<file path="src/rtl/lfsr_dec_pkg.sv">
// Shared constants, types and the LFSR step used by the depad decoder.
package lfsr_dec_pkg;

    localparam int STATE_W      = 7;
    localparam int NUM_PTRN_PKG = 9;

    // Candidate tap table, index 0 in the low slot.
    localparam logic [NUM_PTRN_PKG-1:0][STATE_W-1:0] LFSR_PTRNS = {
        7'h7B, 7'h7E, 7'h5C, 7'h69, 7'h6A, 7'h72, 7'h78, 7'h48, 7'h60
    };

    localparam logic [STATE_W-1:0] SPACE = 7'h20;

    typedef enum logic [2:0] {
        IDLE, SEED, SEARCH, STRIP, PASS, PAD, DONE
    } dec_state_e;

    // One decoded byte: parity-error flag on top of the plaintext.
    typedef struct packed {
        logic               perr;
        logic [STATE_W-1:0] plain;
    } dec_byte_t;

    // Shift left, feed back the parity of the tapped bits.
    function automatic logic [STATE_W-1:0] lfsr_step(input logic [STATE_W-1:0] s,
                                                     input logic [STATE_W-1:0] tap);
        return {s[STATE_W-2:0], ^(s & tap)};
    endfunction

endpackage

</file>
<file path="src/rtl/lfsr_candidate.sv">
// One tap-pattern hypothesis: tracks its predicted LFSR state and whether
// it still agrees with every preamble byte seen so far.
module lfsr_candidate
    import lfsr_dec_pkg::*;
#(
    parameter logic [STATE_W-1:0] TAP = 7'h60
) (
    input  logic               Clk,
    input  logic               Reset,
    input  logic               load,
    input  logic               step,
    input  logic [STATE_W-1:0] seed,
    input  logic [STATE_W-1:0] cmp,
    output logic [STATE_W-1:0] nxt,
    output logic               hit
);

    logic [STATE_W-1:0] cand;
    logic               alive;

    // A preamble byte is always a space, so the expected cipher is SPACE ^ state.
    assign nxt = lfsr_step(cand, TAP);
    assign hit = alive && ((nxt ^ SPACE) == cmp);

    // Seed on byte 0, then step and prune once per preamble byte.
    always_ff @(posedge Clk or posedge Reset) begin
        if (Reset) begin
            cand  <= '0;
            alive <= 1'b0;
        end else if (load) begin
            cand  <= seed;
            alive <= 1'b1;
        end else if (step) begin
            cand  <= nxt;
            alive <= hit;
        end
    end

endmodule

</file>
<file path="src/rtl/lfsr_depad_decoder.sv">
// Streaming LFSR decoder: recovers taps/seed from the space preamble,
// decrypts, flags parity errors, strips leading spaces, pads the frame.
module lfsr_depad_decoder
    import lfsr_dec_pkg::*;
#(
    parameter int LFSR_W   = 7,
    parameter int NUM_PTRN = 9,
    parameter int PRE_MIN  = 10,
    parameter int OUT_LEN  = 64,
    localparam int PW = $clog2(NUM_PTRN),
    localparam int CW = $clog2(OUT_LEN + 1),
    localparam int BW = $clog2(PRE_MIN + 1)
) (
    input  logic            Clk,
    input  logic            Reset,
    input  logic            start,
    input  logic            in_valid,
    input  logic [LFSR_W:0] in_data,
    input  logic            in_last,
    output logic            in_ready,
    output logic            out_valid,
    output logic [LFSR_W:0] out_data,
    input  logic            out_ready,
    output logic            busy,
    output logic            done,
    output logic            no_match,
    output logic [PW-1:0]   ptrn_idx,
    output logic [CW-1:0]   err_count
);

    dec_state_e state, state_nxt;

    logic [LFSR_W-1:0] work, tap_q, c, ks, seed;
    logic [CW-1:0]     cnt, cnt_after;
    logic [BW-1:0]     bcnt;
    logic              srch_dead;
    dec_byte_t         out_q, dec;

    logic [NUM_PTRN-1:0]             hit;
    logic [NUM_PTRN-1:0][LFSR_W-1:0] cand_nxt;
    logic [PW-1:0]                   sel;
    logic                            any_hit;

    logic accept, out_free, full, last_pad, last_search, strip_drop, emit_dec, emit_pad;

    assign busy     = (state != IDLE);
    assign out_free = !out_valid || out_ready;
    assign in_ready = busy && (state != DONE) && (state != PAD) && out_free;
    assign accept   = in_valid && in_ready;
    assign out_data = out_q;

    assign c         = in_data[LFSR_W-1:0];
    assign seed      = c ^ SPACE;
    assign ks        = lfsr_step(work, tap_q);
    assign dec.perr  = in_data[LFSR_W] ^ (^c);
    assign dec.plain = c ^ ks;

    assign full        = (cnt == CW'(OUT_LEN));
    assign last_pad    = (cnt == CW'(OUT_LEN - 1));
    assign last_search = !srch_dead && (bcnt == BW'(PRE_MIN - 1));
    assign strip_drop  = (state == STRIP) && (dec.plain == SPACE) && !dec.perr;
    assign emit_dec    = accept && ((state == STRIP) || (state == PASS)) && !full && !strip_drop;
    assign emit_pad    = (state == PAD) && out_free;
    assign cnt_after   = cnt + CW'(emit_dec);

    for (genvar i = 0; i < NUM_PTRN; i++) begin : g_cand
        lfsr_candidate #(.TAP(LFSR_PTRNS[i])) u_cand (
            .Clk   (Clk),
            .Reset (Reset),
            .load  (accept && (state == SEED)),
            .step  (accept && (state == SEARCH) && !srch_dead),
            .seed  (seed),
            .cmp   (c),
            .nxt   (cand_nxt[i]),
            .hit   (hit[i])
        );
    end

    // Lowest-index survivor wins when several patterns fit the preamble.
    always_comb begin
        sel     = '0;
        any_hit = 1'b0;
        for (int i = NUM_PTRN - 1; i >= 0; i--) begin
            if (hit[i]) begin
                sel     = PW'(i);
                any_hit = 1'b1;
            end
        end
    end

    // State register.
    always_ff @(posedge Clk or posedge Reset) begin
        if (Reset) state <= IDLE;
        else       state <= state_nxt;
    end

    // Next-state: a failed search parks in SEARCH, discarding until in_last.
    always_comb begin
        state_nxt = state;
        case (state)
            IDLE:   if (start) state_nxt = SEED;
            SEED:   if (accept) state_nxt = in_last ? PAD : SEARCH;
            SEARCH: if (accept) begin
                if (in_last)                                  state_nxt = PAD;
                else if (last_search && any_hit && !no_match) state_nxt = STRIP;
            end
            STRIP, PASS: if (accept) begin
                if (in_last)       state_nxt = (cnt_after == CW'(OUT_LEN)) ? DONE : PAD;
                else if (emit_dec) state_nxt = PASS;
            end
            PAD:    if (emit_pad && last_pad) state_nxt = DONE;
            DONE:   if (done) state_nxt = IDLE;
            default: state_nxt = IDLE;
        endcase
    end

    // Datapath: output register, counters, search bookkeeping, status.
    always_ff @(posedge Clk or posedge Reset) begin
        if (Reset) begin
            out_valid <= 1'b0;
            out_q     <= '0;
            done      <= 1'b0;
            no_match  <= 1'b0;
            ptrn_idx  <= '0;
            err_count <= '0;
            cnt       <= '0;
            bcnt      <= '0;
            srch_dead <= 1'b0;
            work      <= '0;
            tap_q     <= '0;
        end else begin
            done <= (state == DONE) && !done && out_free;
            if (out_valid && out_ready) out_valid <= 1'b0;
            if (emit_dec) begin
                out_valid <= 1'b1;
                out_q     <= dec;
                cnt       <= cnt + CW'(1);
                if (dec.perr) err_count <= err_count + CW'(1);
            end
            if (emit_pad) begin
                out_valid <= 1'b1;
                out_q     <= '{perr: 1'b0, plain: SPACE};
                cnt       <= cnt + CW'(1);
            end
            case (state)
                IDLE: if (start) begin
                    no_match  <= 1'b0;
                    ptrn_idx  <= '0;
                    err_count <= '0;
                    cnt       <= '0;
                    srch_dead <= 1'b0;
                end
                SEED: if (accept) begin
                    bcnt <= BW'(1);
                    if (in_last || (seed == '0)) no_match <= 1'b1;
                end
                SEARCH: if (accept) begin
                    if (in_last) begin
                        no_match <= 1'b1;
                    end else if (last_search) begin
                        if (!any_hit || no_match) begin
                            no_match  <= 1'b1;
                            srch_dead <= 1'b1;
                        end else begin
                            ptrn_idx <= sel;
                            work     <= cand_nxt[sel];
                            tap_q    <= LFSR_PTRNS[sel];
                        end
                    end else if (!srch_dead) begin
                        bcnt <= bcnt + BW'(1);
                    end
                end
                STRIP, PASS: if (accept) work <= ks;
                default: ;
            endcase
        end
    end

endmodule

</file>
<file path="config.mk">
export PLATFORM = sky130hd
export DESIGN_NAME = lfsr_depad_decoder
export DESIGN_NICKNAME = d
export VERILOG_FILES = /design/src/rtl/lfsr_dec_pkg.sv /design/src/rtl/lfsr_candidate.sv /design/src/rtl/lfsr_depad_decoder.sv
export SDC_FILE = /design/constraint.sdc
export NUM_CORES = 1
export LEC_CHECK = 0
export CAP_MARGIN = 5
export CORE_UTILIZATION = 50
export DETAILED_ROUTE_END_ITERATION = 7
export GPL_TIMING_DRIVEN = 0
export PLACE_DENSITY = 0.66
export SETUP_SLACK_MARGIN = 0.15
export SYNTH_ARGS = -nofsm -noshare
export SYNTH_HDL_FRONTEND = slang
export SYNTH_HIERARCHICAL = 1
export SYNTH_SLANG_ARGS = --single-unit
export TNS_END_PERCENT = 20
</file>
<file path="constraint.sdc">
create_clock -name Clk -period 4.7 [get_ports Clk]
set_clock_uncertainty 0.15 [all_clocks]
set_input_delay 0.705 -clock Clk [delete_from_list [all_inputs] [get_ports Clk]]
set_output_delay 0.705 -clock Clk [all_outputs]
set_load 0.01 [all_outputs]
</file>
# --- Word-level counts from Yosys, hierarchy flattened ---
# Memories as Yosys holds them, arrays and structs flattened. A register that Yosys moved wholly into a read port is not among the register bits.
# Cells that the tools add are included.
op_classes:
  bitwise: 15
  muxes: 111
  n_addsub: 4
  n_lt_le_gt_ge: 1
  n_reduce_logical: 70
  eq_ne: 39
op_table:
  columns: ["op", "n"]
  rows:
  - ["7-bit 2-to-1 mux", 32]
  - ["7-bit XOR reduction", 11]
  - ["4-bit 2-to-1 mux", 19]
  - ["7-bit equality test", 9]
  - ["1-bit 2-to-1 mux", 39]
  - ["3-bit 2-to-1 mux", 11]
  - ["1-bit logical AND", 29]
  - ["7-bit binary-select mux with 4-bit select", 1]
  - ["6-bit AND reduction", 4]
  - ["2-bit != test (second input constant)", 10]
  - ["3-bit one-hot mux with 6 select lines", 1]
  - ["8-bit 2-to-1 mux", 2]
  - ["4-bit one-hot mux with 2 select lines", 2]
  - ["7-bit by 1-bit adder with 7-bit output (second input constant)", 2]
  - ["7-bit by 6-bit equality test with 1-bit output (second input constant)", 2]
  - ["7-bit equality test (second input constant)", 2]
  - ["7-bit one-hot mux with 2 select lines", 1]
  - ["3-bit != test (second input constant)", 4]
  - ["1-bit inverter", 12]
  - ["2-bit nonzero test", 5]
  - ["3-bit equality test (second input constant)", 3]
  - ["3-bit nonzero test", 3]
  - ["1-bit zero test", 8]
  - ["8-bit AND reduction", 1]
  - ["20 further kinds", 27]
totals:
  out_inout_bits: 24
  reg_bits: 116
  romBits: 112
  memories: 1
  input_bits: 14
memory_table:
  columns: ["memory", "words", "width", "rd", "rd_clocked_by_memory_dff", "wr", "line", "source"]
  rows:
  - ["(no name shown)", 16, 7, 1, 1, 0, "lfsr_depad_decoder.sv:167", "tap_q <= LFSR_PTRNS[sel];"]

# --- Logic depth before layout (Yosys ltp) ---
# Gate-level depths: netlist (run 1).
logic_depth:
  word_depth: 19
  depth_mapped: 16
  ltp_nobuf: 15

# --- Modules after synthesis ---
# The synthesis (run 1) kept the hierarchy.
by_module_without_submodules:
  columns: ["module", "area_each_um2", "cells_each", "seq_area_each_um2", "n_inst"]
  rows:
  - ["lfsr_depad_decoder", 3616.0, 418, 1276.2, 1]
  - ["lfsr_candidate at g_cand[2].u_cand ...", 515.5, 55, 200.2, 3]
  - ["lfsr_candidate at g_cand[7].u_cand ...", 538.0, 56, 200.2, 2]
  - ["lfsr_candidate at g_cand[4].u_cand ...", 511.7, 55, 200.2, 2]
  - ["lfsr_candidate at g_cand[0].u_cand ...", 499.2, 52, 200.2, 2]

# --- Worst setup path before layout (run 1) ---
# Ideal clock, no wire load.
synth_timing:
  path_kind: "input port to flip-flop"
  from: "input port out_ready"
  to: "register g_cand[0].u_cand.cand[2]"
  path_buffers: 2
  arrival_time_ns: 4.268
  setup_time_ns: 0.136
  path_stages: 6
  required_time_ns: 4.414
  slack_ns: 0.146
  cell_sequence: "nand2b_1 -> clkbuf_1 -> o2111ai_1 -> nor3_1 -> clkbuf_1 -> o21ai_0"
synth_via:
  elab_chain_len: 6
  word_cells_on_any_way: 8
synth_lines:
  columns: ["item", "line", "source"]
  rows:
  - ["start, declared", "lfsr_depad_decoder.sv:23", "input logic out_ready,"]
  - ["1-bit logical OR *", "lfsr_depad_decoder.sv:47", "assign out_free = !out_valid || out_ready;"]
  - ["1-bit logical AND *", "lfsr_depad_decoder.sv:48", "assign in_ready = busy && (state != DONE) && (state != PAD) && out_free;"]
  - ["1-bit logical AND *", "lfsr_depad_decoder.sv:49", "assign accept = in_valid && in_ready;"]
  - ["1-bit logical AND (2 in series)", "lfsr_depad_decoder.sv:71", ".step (accept && (state == SEARCH) && !srch_dead),"]
  - ["2-bit nonzero test (no line)", null, null]
  - ["end signal, assigned", "lfsr_candidate.sv:34", "cand <= nxt;"]
  - ["end, declared", "lfsr_candidate.sv:18", "logic [STATE_W-1:0] cand;"]
# Mark *: on every way between the ends. The rest lies on a longest branch, timed or not.
# A chain may end at the register's enable or synchronous reset.

# --- Final worst setup path (run 1) ---
layout_timing:
  from: "input port in_data[1]"
  to: "register state[1]"
layout_via:
  elab_chain_len: 15
  word_cells_on_any_way: 47
layout_lines:
  columns: ["item", "line", "source"]
  rows:
  - ["start, declared", "lfsr_depad_decoder.sv:18", "input logic [LFSR_W:0] in_data,"]
  - ["branches (longest 15 deep; another with 7-bit by 1-bit adder with 7-bit output)", null, null]
  - ["end signal, assigned", "lfsr_depad_decoder.sv:94", "else state <= state_nxt;"]
  - ["end, declared", "lfsr_depad_decoder.sv:31", "dec_state_e state, state_nxt;"]
# Several ways; the timed one is not identified. The select of a mux whose other input is x is not followed.

==> summary by stage, run 1 <==
Worst setup path
The most critical setup path has its startpoint at in_data[1]. The highest fanout seen on the critical path is 20. The worst setup path is captured at a register. The critical path data required time is slightly below 5 ns. The category of the critical setup timing path is input port to register.

In this run the critical register-to-register path is launched from state[2]. For the worst setup path, the data arrival time is 4.44 ns. The worst setup path is launched from an input port.

Synth
The per-instance average area after synthesis is 9.09 sq um. In the synthesized netlist the dominant register cell turns out to be sky130_fd_sc_hd__dfrtp_1. Synthesis produced a netlist with a net count of about 940.

By area the synthesized netlist is led by sky130_fd_sc_hd__dfrtp_1, sky130_fd_sc_hd__mux2i_1, sky130_fd_sc_hd__xnor2_1. Yosys mapped a number of flops with a built-in enable equal to 0. The share of the synthesized area in compound gates (AO/OA/AOI/OAI) is 0.150. The mapped netlist covers 0.00826 sq mm.

Counting flops with an async set or reset pin after synthesis yields a share of 1.00. The number of synthesis warnings is 6. The post-synthesis xor/xnor area fraction is 0.127. The share of synthesized area in the top cell type comes to 0.373. The largest area contributor in the synthesized netlist is sky130_fd_sc_hd__dfrtp_1. In the synthesized netlist, the number of instances is just over 900. The portion of synthesized area spent on multiplexers is 0.0957.

The distinct cell type count after synthesis is 68. Of the total synthesized cell area, the portion taken by AND, OR, NAND and NOR gates is 0.144. Of the synthesized area, sequential elements account for 0.373. The number of synthesized register bits is 123. After synthesis, the largest family of logic cells by area is compound AO/OA/AOI/OAI gates. Of the total synthesized cell area, the portion taken by full adders, half adders and majority gates is 0.0197.

Floorplanning
The area of the die is about 0.017 sq mm. The initialized floorplan defines 46 standard-cell rows. The die outline width is ~130 um. The initial core utilization is 0.516. For this design the top-level I/O count stands at 38. The floorplan die height is 131 um.

The core region is 0.0160 sq mm.

Routing
The detailed router put a total of 10.2 mm of wire on met1. The detail route stage leaves a number of antenna-violating nets equal to 0. The routed wirelength normalized by instance count is 17.7 um. Routed signal wires occupy layers up through met4.

The post-detailed-route via-to-cell ratio is 5.60. The detailed router finished its first iteration with 470 violations. The routed design has 21.2 mm of wire. After detailed routing, the met3 layer carries 861 um of wire. The detailed router placed 6699 vias in this run. The detailed-routing iteration count for the pre-antenna-repair pass is 5.

After detailed routing, the number of remaining DRC violations is 0. The detailed route wirelength on metal2 is 9.73 mm.

STA
The final number of max-transition violations is 0. The portion of the clock cycle consumed by the worst path in the final layout is 0.903. Setup repair after global routing left no endpoint under its margin. The setup slack of the critical path after layout is 0.455 ns. Based on the critical path, the design can be clocked at up to about 0.24 GHz. The actual transition at the worst max-transition pin is about 0.96 ns. The smallest clock period supported by the final layout is computed as 4.25 ns.

The count of endpoints failing hold in the final timing report is 0. The relative slew slack is 0.355. The number of endpoints failing setup at the final stage is 0.

Place
At the end of routability-driven placement, the weighted congestion stood at 0.831. After legalization and detailed placement, the total HPWL measured 14.7 mm. The placed cell area is 0.00902 sq mm. The pre-CTS setup slack is -1.58 ns. The count of buffers inserted at the top-level ports is 37.

Layout
The sequential cell area in the final layout is approximately 0.003 sq mm. The area used by multi-input combinational logic is 0.00447 sq mm. The fraction of layout cells with a size suffix above 1 is 0.136. 0 antenna diodes ended up in the layout. The layout overhead on the synthesized area is 16.8%.

The area of all placed cells without fillers is 0.00964 sq mm. The total number of nets in the final design is between 900 and 1000. The total of fill cells in the finished design is 1474.

Clock network
The root buffer cell is sky130_fd_sc_hd__clkbuf_16. Clock-pin slew was measured on the worst setup and hold paths at 0.05 ns. The H-tree depth reported by CTS is 4. The clock net in this run drives a total of 123 sinks.

TritonCTS built the clock tree. Clock tree synthesis inserted a total of 17 buffers. For the worst-skew pair, the clock arrives at the later sink with an insertion delay of about 0.43 ns. The hold buffer count at cts is 0. No sink is reached through more buffers than the 2 on the longest clock path.

Power and ir drop
The design draws 6.16 mW. The power per cell area is about 640 mW/mm^2. The largest voltage drop on the vdd net is 0.341 mV. The reported leakage power is between 4 and 5 nW.

Global route
The initial antenna violation count is 0. The via count of the first global-routing pass is roughly 6500. The first global-routing pass estimated 34.8 mm of wire. The total overflow left after global routing is 0. The largest net degree at the start of global routing is 28.

The all-layer global routing usage is 0.269.

Job
The max-capacitance violation count is 0.

Min path
The startpoint identified for the worst hold timing path is tap_q[6]. The path category of the worst min-delay check is register to register.

Run status
The flow ran to the end, and the final reports show no timing, DRC or antenna violations.
## Yosys cell counts, drive strengths merged, types with 2 or more instances
cell      n
a211oi   10
a21o     11
a21oi    34
a221o     5
a221oi    2
a31oi     7
a41oi     4
and2      2
and3      3
and3b     4
and4      2
buf      67
clkbuf   25
dfrtp   123
ha       13
inv      50
mux2      5
mux2i    73
nand2    92
nand2b    8
nand3     9
nand3b    4
nand4    13
nor2     59
nor2b     4
nor3     21
nor3b     2
nor4      4
o211a     2
o211ai    3
o21a      4
o21ai    82
o21bai    2
o221ai    8
o22ai     6
o31a      3
o31ai     2
or2       3
or3       5
or3b      2
or4       8
xnor2    66
xnor3     5
xor2     39
## path summary, 6_finish.rpt
kind,slack (ns),depth (start not counted),to
max in group asynchronous,2.81,3,done
min in group asynchronous,0.90,2,g_cand[1].u_cand/cand[3]
setup reg to reg,0.65,15,state[1]
hold reg to reg,0.32,1,tap_q[6]
setup / recovery,0.45,17,state[1]
hold / removal,0.32,1,tap_q[6]
## through the flow
step           hold slack [ns]   util  std cells  TNS, ns
6_report                 0.324  0.603       1196        0
3_5_place_dp             0.303  0.564       1166   -11.21
2_1_floorplan            0.285      -        909        0
3_3_place_gp             0.300  0.557       1162   -68.01
4_1_cts                  0.321  0.601       1196        0
5_1_grt                  0.325  0.603       1196        0
## where the power goes
| group | total [mW] | leakage (nW) | switching [mW] | internal, mW |
|---|---|---|---|---|
| Combinational | 2.83 | 2.18 | 1.42 | 1.42 |
| Clock | 1.37 | 0.301 | 0.480 | 0.895 |
| Sequential | 1.95 | 1.56 | 0.490 | 1.46 |
| Total | 6.16 | 4.04 | 2.39 | 3.77 |
## placed cells by master (no fill, tap or decap), drive strengths merged, types with 39 or more instances in the layout
cell type	instances
xnor2	66
xor2	39
nor2	59
o21ai	82
mux2i	73
buf	75
nand2	92
clkbuf	50
dfrtp	123
inv	50
## metal layers
layer,vias to the layer above,GRT usage
met5,-,0
met4,0,0.0859
met3,27,0.0468
met2,170,0.412
met1,3271,0.387
li1,3231,-
## state kept, by name (all words and copies together), names as in the netlist, 3 cells and up
name,cells
g_cand.u_cand/cand,63
g_cand.u_cand/alive,9
out_data,8
cnt,7
err_count,7
tap_q,7
work,7
bcnt,4
ptrn_idx,4
state,3
## worst max-delay path, cell delays in order
cell and delay (ns):
sky130_fd_sc_hd__buf_4 0.32, sky130_fd_sc_hd__inv_1 0.08, sky130_fd_sc_hd__ha_1 0.30, sky130_fd_sc_hd__xnor3_1 0.35, sky130_fd_sc_hd__xnor2_1 0.17, sky130_fd_sc_hd__nor4_1 0.24
sky130_fd_sc_hd__mux2_4 0.26, sky130_fd_sc_hd__nor2_1 0.10, sky130_fd_sc_hd__buf_2 0.20, sky130_fd_sc_hd__ha_1 0.21, sky130_fd_sc_hd__and2_1 0.17, sky130_fd_sc_hd__o41ai_1 0.25
sky130_fd_sc_hd__nand3_1 0.19, sky130_fd_sc_hd__a2111oi_4 0.40, sky130_fd_sc_hd__and3_1 0.21, sky130_fd_sc_hd__o21bai_1 0.06, sky130_fd_sc_hd__a31oi_1 0.18
## layout make-up
| class | count | area share |
|---|---|---|
| multi-input cells | 644 | 0.463 |
| flip-flops and latches | 123 | 0.319 |
| plain buffers | 92 | 0.0585 |
| clock buffers | 23 | 0.0516 |
| repair buffers | 41 | 0.0485 |
| well taps | 216 | 0.0280 |
| inverters | 50 | 0.0195 |
| clock inverters | 7 | 0.0117 |
## logic make-up (layout without fill, tap and decap cells)
family                   after synthesis  in the layout
buffers and inverters                142            213
adder cells (fa/ha/maj)               13             13
XOR/XNOR                             110            110
AO/OA/AOI/OAI                        196            196
AND/OR/NAND/NOR                      247            247
multiplexers                          78             78
flip-flops                           123            123
## what timing repair did
action | 4_1_cts | 5_1_grt
setup endpoints to repair | 15 | 2
setup buffers | 0 | 0
resized for setup | 29 | 17
No activity file was read; power rests on OpenSTA's default activity.
==> inputs of run 2 (changes only) <==
--- a/config.mk
+++ b/config.mk
@@ -11,6 +11,7 @@
 export GPL_TIMING_DRIVEN = 0
 export PLACE_DENSITY = 0.66
 export SETUP_SLACK_MARGIN = 0.15
+export SLEW_MARGIN = 20
 export SYNTH_ARGS = -nofsm -noshare
 export SYNTH_HDL_FRONTEND = slang
 export SYNTH_HIERARCHICAL = 1
==> run 2 against run 1 <==
Effect of this change: worst setup slack got worse by 0.053 ns; die area did not move; clock power barely moved; highest routed layer unchanged.
==> summary by stage, run 2 (synthesis gave the netlist of run 1 again) <==
Layout
The number of flip-flops under the largest register name is 63. 0 antenna diodes ended up in the layout. For this run, the post-layout net count is 997. The largest register by flop count is g_cand.u_cand/cand.

The library cell used most frequently in the layout, excluding fill and tap cells, is sky130_fd_sc_hd__dfrtp_1. In the final layout, the share of cells above drive strength 1 is 0.138. The share of the core filled with cells is 0.599. The total of fill cells in the finished design is 1502. From synthesis to final layout, the design area changed by 16.1%. The top cell types in the final layout, fill and taps aside, are sky130_fd_sc_hd__dfrtp_1, sky130_fd_sc_hd__nand2_1, sky130_fd_sc_hd__o21ai_0, sky130_fd_sc_hd__mux2i_1, sky130_fd_sc_hd__xnor2_1.

Global route
The first global-routing pass estimated 34.9 mm of wire. The via count of the first global-routing pass was about 6600. After global routing the overflow that remains totals 0.

Entering global routing, the biggest net connects 28 pins. The all-layer global routing usage is 0.270. The initial antenna violation count came to 0.

Clock network
Clock-pin slew was measured on the worst setup and hold paths at roughly 0.06 ns. Clock latency on the worst-skew pair, taken at its later pin, is 0.42 ns. The hold buffer count at cts is 0. The sink count of the clock tree is 123.

CTS placed an instance of sky130_fd_sc_hd__clkbuf_16 at the clock tree root. The number of buffers on the longest clock path is 2. The number of setup buffers added after CTS is 0. The clock tree from TritonCTS is yes. Buffers inserted during clock tree synthesis total 17. CTS built an H-tree with a depth of 4.

Floorplanning
38 I/O pins were placed. The floorplan step set the die height to 131 um. The area of the die is 0.0170 sq mm. The floorplan has 46 rows.

The die is about 130 um wide. The initial core utilization is 0.516. The placeable core area is 0.0160 sq mm.

Place
The count of buffers added on input and output ports is 37. The pre-CTS setup slack is -1.01 ns. Detailed placement ended at an HPWL of between 10 and 15 mm. The final estimated routing congestion in global placement is a little over 0.8.

STA
Summed over all failing endpoints, the final setup total negative slack is 0 ns. The final worst hold slack is 0.330 ns. The maximum clock rate is about 0.23 GHz. Setup repair after global routing left no endpoint under its margin. The number of endpoints failing setup at the final stage is 0. The setup slack of the critical path after layout is 0.401 ns. The actual transition at the worst max-transition pin is 0.883 ns. The relative slew slack is 0.411. In the finished design, the share of the clock period the worst path needs comes to 0.915.

The final number of max-transition violations is 0. The count of endpoints failing hold in the final timing report is 0. The final critical path time including I/O delays and setup is 4.30 ns.

Routing
The detailed-routing iteration count for the pre-antenna-repair pass is 5. The violation count after the first detailed-routing iteration is between 300 and 400. The routed wirelength normalized by instance count is 17.6 um. The detailed router placed 6628 vias in this run. After detailed routing, the number of remaining DRC violations is 0. The number of antenna-violating nets in the routed design is 0.

For this block, the routed nets add up to 21.1 mm of wire. The post-detailed-route via-to-cell ratio is 5.53.

Job
The tool flagged a number of max-cap violations equal to 0.

Power and ir drop
The power per cell area is 638 mW/mm^2. The reported leakage power is 4.02 nW. The largest voltage drop on the vdd net is 0.379 mV.

Worst setup path
The critical path endpoint category is a register. The setup path with the least slack is of type input port to register. For the worst setup path, the data arrival time is 4.49 ns. The highest fanout seen on the critical path is 21. The launching element type of the critical path is an input port. The critical path data required time is around 4.9 ns.

Run status
The run finished with clean final reports.

Min path
The path category of the worst min-delay check is register to register.
[run 2: changes by cell type in the layout (fill, tap and decap cells not counted), sizes merged]
cell,previous run,this run
clkbuf,50,47
clkinv,3,6
clkinvlp,1,3
buf,75,76
[run 2: power by group]
part / internal (mW) / switching (mW)
combinational: 1.41 / 1.42
sequential: 1.46 / 0.484
clock: 0.857 / 0.498
total: 3.72 / 2.40
[run 2: timing repair]
| action | CTS | global route |
|---|---|---|
| setup endpoints to repair | 4 | 2 |
| hold endpoints to repair | 0 | 0 |
| gates resized for setup | 6 | 8 |
[run 2: final cells by class]
cell class | count | area, sq um | share of cell area
inverters | 50 | 188 | 0.0196
repair buffers | 42 | 423 | 0.0441
well taps | 216 | 270 | 0.0282
plain buffers | 92 | 564 | 0.0588
multi-input cells | 644 | 4470 | 0.466
clock inverters | 12 | 146 | 0.0153
clock buffers | 20 | 457 | 0.0476
flip-flops and latches | 123 | 3080 | 0.321
[run 2: critical path, cell delays in order]
cell,delay [ns]
sky130_fd_sc_hd__buf_2,0.54
sky130_fd_sc_hd__xor2_1,0.21
sky130_fd_sc_hd__or4_1,0.47
sky130_fd_sc_hd__nor4_1,0.29
sky130_fd_sc_hd__mux2_4,0.27
sky130_fd_sc_hd__nor2_1,0.10
sky130_fd_sc_hd__buf_2,0.20
sky130_fd_sc_hd__ha_1,0.21
sky130_fd_sc_hd__and2_1,0.17
sky130_fd_sc_hd__o41ai_1,0.25
sky130_fd_sc_hd__nand3_1,0.18
sky130_fd_sc_hd__a2111oi_4,0.42
sky130_fd_sc_hd__and3_1,0.21
sky130_fd_sc_hd__o21bai_1,0.07
sky130_fd_sc_hd__a31oi_1,0.16
[run 2: path summary, 6_finish.rpt]
kind / depth (start not counted) / endpoint / slack (ns) / start
worst max-delay path: 15 / state[1] / 0.40 / in_data[6]
worst min-delay path: 1 / tap_q[6] / 0.33 / tap_q[6]
worst max register to register: 15 / state[1] / 0.65 / state[2]
worst min register to register: 1 / tap_q[6] / 0.33 / tap_q[6]
max in group asynchronous: 3 / cnt[4] / 2.81 / Reset
min in group asynchronous: 2 / g_cand[1].u_cand/cand[4] / 0.90 / Reset
[run 2: metal layers]
metal | up-vias | routed length (um) | GRT usage
li1 | 3239 | - | -
met1 | 3236 | 10300 | 0.386
met2 | 125 | 9750 | 0.420
met3 | 28 | 718 | 0.0480
met4 | 0 | 330 | 0.0723
met5 | - | 0 | 0
[run 2: metrics by stage]
step           power [mW]  cells  instance area (sq um)
3_5_place_dp         4.74   1167                   8950
6_report             6.12   1199                   9590
4_1_cts              6.12   1199                   9570
2_1_floorplan        3.96    909                   8270
5_1_grt              6.56   1199                   9590
3_3_place_gp         4.68   1162                   8910
==> RTL edit: new RTL, flow settings as in run 1 <==
Encoding of `dec_state_e`: now one-hot (7 bits for 7 states).
--- a/src/rtl/lfsr_dec_pkg.sv
+++ b/src/rtl/lfsr_dec_pkg.sv
@@ -13,4 +13,4 @@
 
-    typedef enum logic [2:0] {
-        IDLE, SEED, SEARCH, STRIP, PASS, PAD, DONE
+    typedef enum logic [6:0] {
+        IDLE = 7'b0000001, SEED = 7'b0000010, SEARCH = 7'b0000100, STRIP = 7'b0001000, PASS = 7'b0010000, PAD = 7'b0100000, DONE = 7'b1000000
     } dec_state_e;
Formal check against the unedited RTL: same outputs for any inputs over 4 cycles, from zero or initial values and one cycle with Reset high; so few cycles prove little.
==> RTL edit against run 1 <==
  * Non-clock buffer count down 2
  * Setup slack worse by 0.084 ns
  * Clock power rose by 9%
  * Largest power group unchanged
  * Wire length grew 4.2%
  * Combinational power shrank 7.1%
  * Sequential power shrank 7%
  * Total power is 3.4% lower
  * Synthesized area increased by 4.1%
  * Via count up 3.7%
  * Sequential cell count increased by 4
  * Design area is 3.6% higher
==> RTL edit: results (changes against run 1) <==
worst path arrival time: 4.48 ns (was 4.44 ns)
Worst R2R Start: g_cand[5].u_cand/cand[3]$_DFFE_PP0P_ (was state[2]$_DFFE_PP0P_)
first-pass GRT wire length: 35,800 µm (was 34,800 µm)
ranking of synthesized cells by area: dfrtp_1 37%, mux2i_1 9.1%, xnor2_1 6.7% (was dfrtp_1 37%, mux2i_1 8.8%, xnor2_1 7.0%)
hold crit path type: reg -> reg (unchanged)
nets: 1,019 (was 996)
Pre-Repair DR Iteration Count: 5 (unchanged)
reg2reg path depth: 14 (was 15)
worst-path fanout max: 20 (unchanged)
FF-to-FF setup slack: 0.67 ns (was 0.65 ns)
largest register by flop count: g_cand.u_cand/cand (unchanged)
vias: 6,947 (was 6,699)
Cell Area, Placed: 9330 µm² (was 9020 µm²)
deepest clock path buffer count: 2 (unchanged)
Max IR drop VDD: 303 µV (was 341 µV)
initial antenna violation count: 0 (unchanged)
number of synthesis warnings: 6 (unchanged)
initial DRC count: 372 (was 470)
largest net degree at the start of global routing: 33 (was 28)
outcome: complete, no violations (unchanged)
Yosys cell types: 76 (was 68)
Max Freq: 231 MHz (was 236 MHz)
CTS Buf Count: 17 (unchanged)
hold path depth: 1 (unchanged)
Net Sw Frac: 38.1% (was 38.8%)
CTS Root Cell: clkbuf_16 (unchanged)
Most used DFF post-synth: dfrtp_1 (unchanged)
diode count: 0 (unchanged)
WL final: 22,100 µm (was 21,200 µm)
port buffer count: 37 (unchanged)
clock latency on the worst-skew pair: 0.42 ns
H-tree depth reported by CTS: 4 (unchanged)
Rel. slew slack: 27.6% (was 35.5%)
share of cells above drive strength 1: 14.9% (was 13.6%)
asr flop ratio synth: 100% (unchanged)
Seq/Total Area, Yosys: 37.0% (was 37.3%)
WHS Endpoint: tap_q[6]$_DFFE_PP0P_ (unchanged)
Syn Nets: 959 (was 936)
residual DRC count: 0 (unchanged)
post-detail-place hpwl: 15,300 µm (was 14,700 µm)
FILL cells: 1,494 (was 1,474)
synthesized area per cell: 9.23 µm² (was 9.09 µm²)
Synth top cells by count: 126 x dfrtp_1, 91 x nand2_1, 78 x mux2i_1, 74 x o21ai_0, 66 x xnor2_1 (was 123 x dfrtp_1, 92 x nand2_1, 76 x o21ai_0, 73 x mux2i_1, 66 x xnor2_1)
Reg clk slew, reported paths: 0.06 ns
Leak Pwr: 4.23 nW (was 4.04 nW)
Tot GR Track Use: 25.9% (was 26.9%)
r2r endpoint: work[1]$_DFFE_PP0P_ (was state[1]$_DFFE_PP0P_)
pre-CTS setup slack: -1.36 ns (was -1.58 ns)
gpl congestion: 0.887 (was 0.831)
vias in the first global route: 6,711 (was 6,528)
worst hold start: tap_q[6]$_DFFE_PP0P_ (unchanged)
WHS: 0.338 ns (was 0.324 ns)
Largest register FFs: 63 (unchanged)
non-filler cells, final: 1,225 (was 1,196)
[RTL edit: cell types whose count changed after synthesis, moves of 5 or more]
| cell | delta |
|---|---|
| a221o_1 | -5 |
| a22oi_1 | +5 |
| inv_1 | -7 |
| mux2i_1 | +5 |
| nand3_1 | +15 |
| nor3_1 | -10 |
| o31ai_1 | +6 |
[RTL edit: kinds of logic after synthesis]
logic type | Yosys count | synth area share (%)
DFF | 127 | 37.0
muxes | 84 | 9.99
xor gates and xnor gates | 113 | 12.5
adders and majority gates | 13 | 1.89
buffers and inverters | 135 | 8.65
and+or+nand+nor | 267 | 15.9
AOI/OAI and AO/OA | 193 | 14.2
[RTL edit: power groups by stage]
stage / clock, mW / sequential (mW) / combinational, mW
finish: 1.49 / 1.82 / 2.63
global route: 1.55 / 1.86 / 2.88
CTS: 1.51 / 1.81 / 2.62
detailed placement: 0 / 1.83 / 2.61
global placement: 0 / 1.83 / 2.54
floorplan: 0 / 1.72 / 2.03
[RTL edit: critical path, cell delays in order]
cell	delay, ns
buf_2	0.50
xnor2_1	0.19
nand4_1	0.11
or4_4	0.42
nor2_1	0.33
nor2_1	0.12
a221oi_4	0.51
nor2_2	0.09
nor2_4	0.18
inv_2	0.10
buf_2	0.23
buf_2	0.25
mux2i_1	0.32
o22ai_1	0.14
a21oi_1	0.17
o22ai_1	0.09
[RTL edit: repair_timing]
| item | 4_1_cts | 5_1_grt |
|---|---|---|
| setup buffers | 0 | 0 |
| gates resized for setup | 29 | 9 |
| setup endpoints to repair | 39 | 25 |
[RTL edit: metal layers]
layer	vias to the layer above	share of wire, %	GRT usage (%)
met1	3396	46	35.0
met2	176	48	42.1
met5	-	0	0
met3	38	4.6	4.87
li1	3337	-	-
met4	0	2.2	8.40
[RTL edit: how the worst max path moves through the flow]
stage / depth (start not counted) / start / to
after floorplan: 16 / in_data[0] / state[5]$_DFFE_PP0P_
after global placement: 17 / in_data[3] / state[5]$_DFFE_PP0P_
after detailed placement: 17 / in_data[3] / state[5]$_DFFE_PP0P_
after CTS: 17 / in_data[2] / state[5]$_DFFE_PP0P_
after global routing: 17 / in_data[3] / state[5]$_DFFE_PP0P_
final: 16 / in_data[4] / work[1]$_DFFE_PP0P_
[RTL edit: final cells by class]
| class | instances | area [µm²] | share of cell area (%) |
|---|---|---|---|
| plain buffers | 90 | 576 | 5.76 |
| clock buffers | 22 | 484 | 4.85 |
| clock inverters | 10 | 181 | 1.82 |
| inverters | 45 | 169 | 1.69 |
| multi-input cells | 670 | 4700 | 47.1 |
| flip-flops and latches | 127 | 3180 | 31.8 |
| well taps | 220 | 275 | 2.76 |
| repair buffers | 41 | 418 | 4.18 |
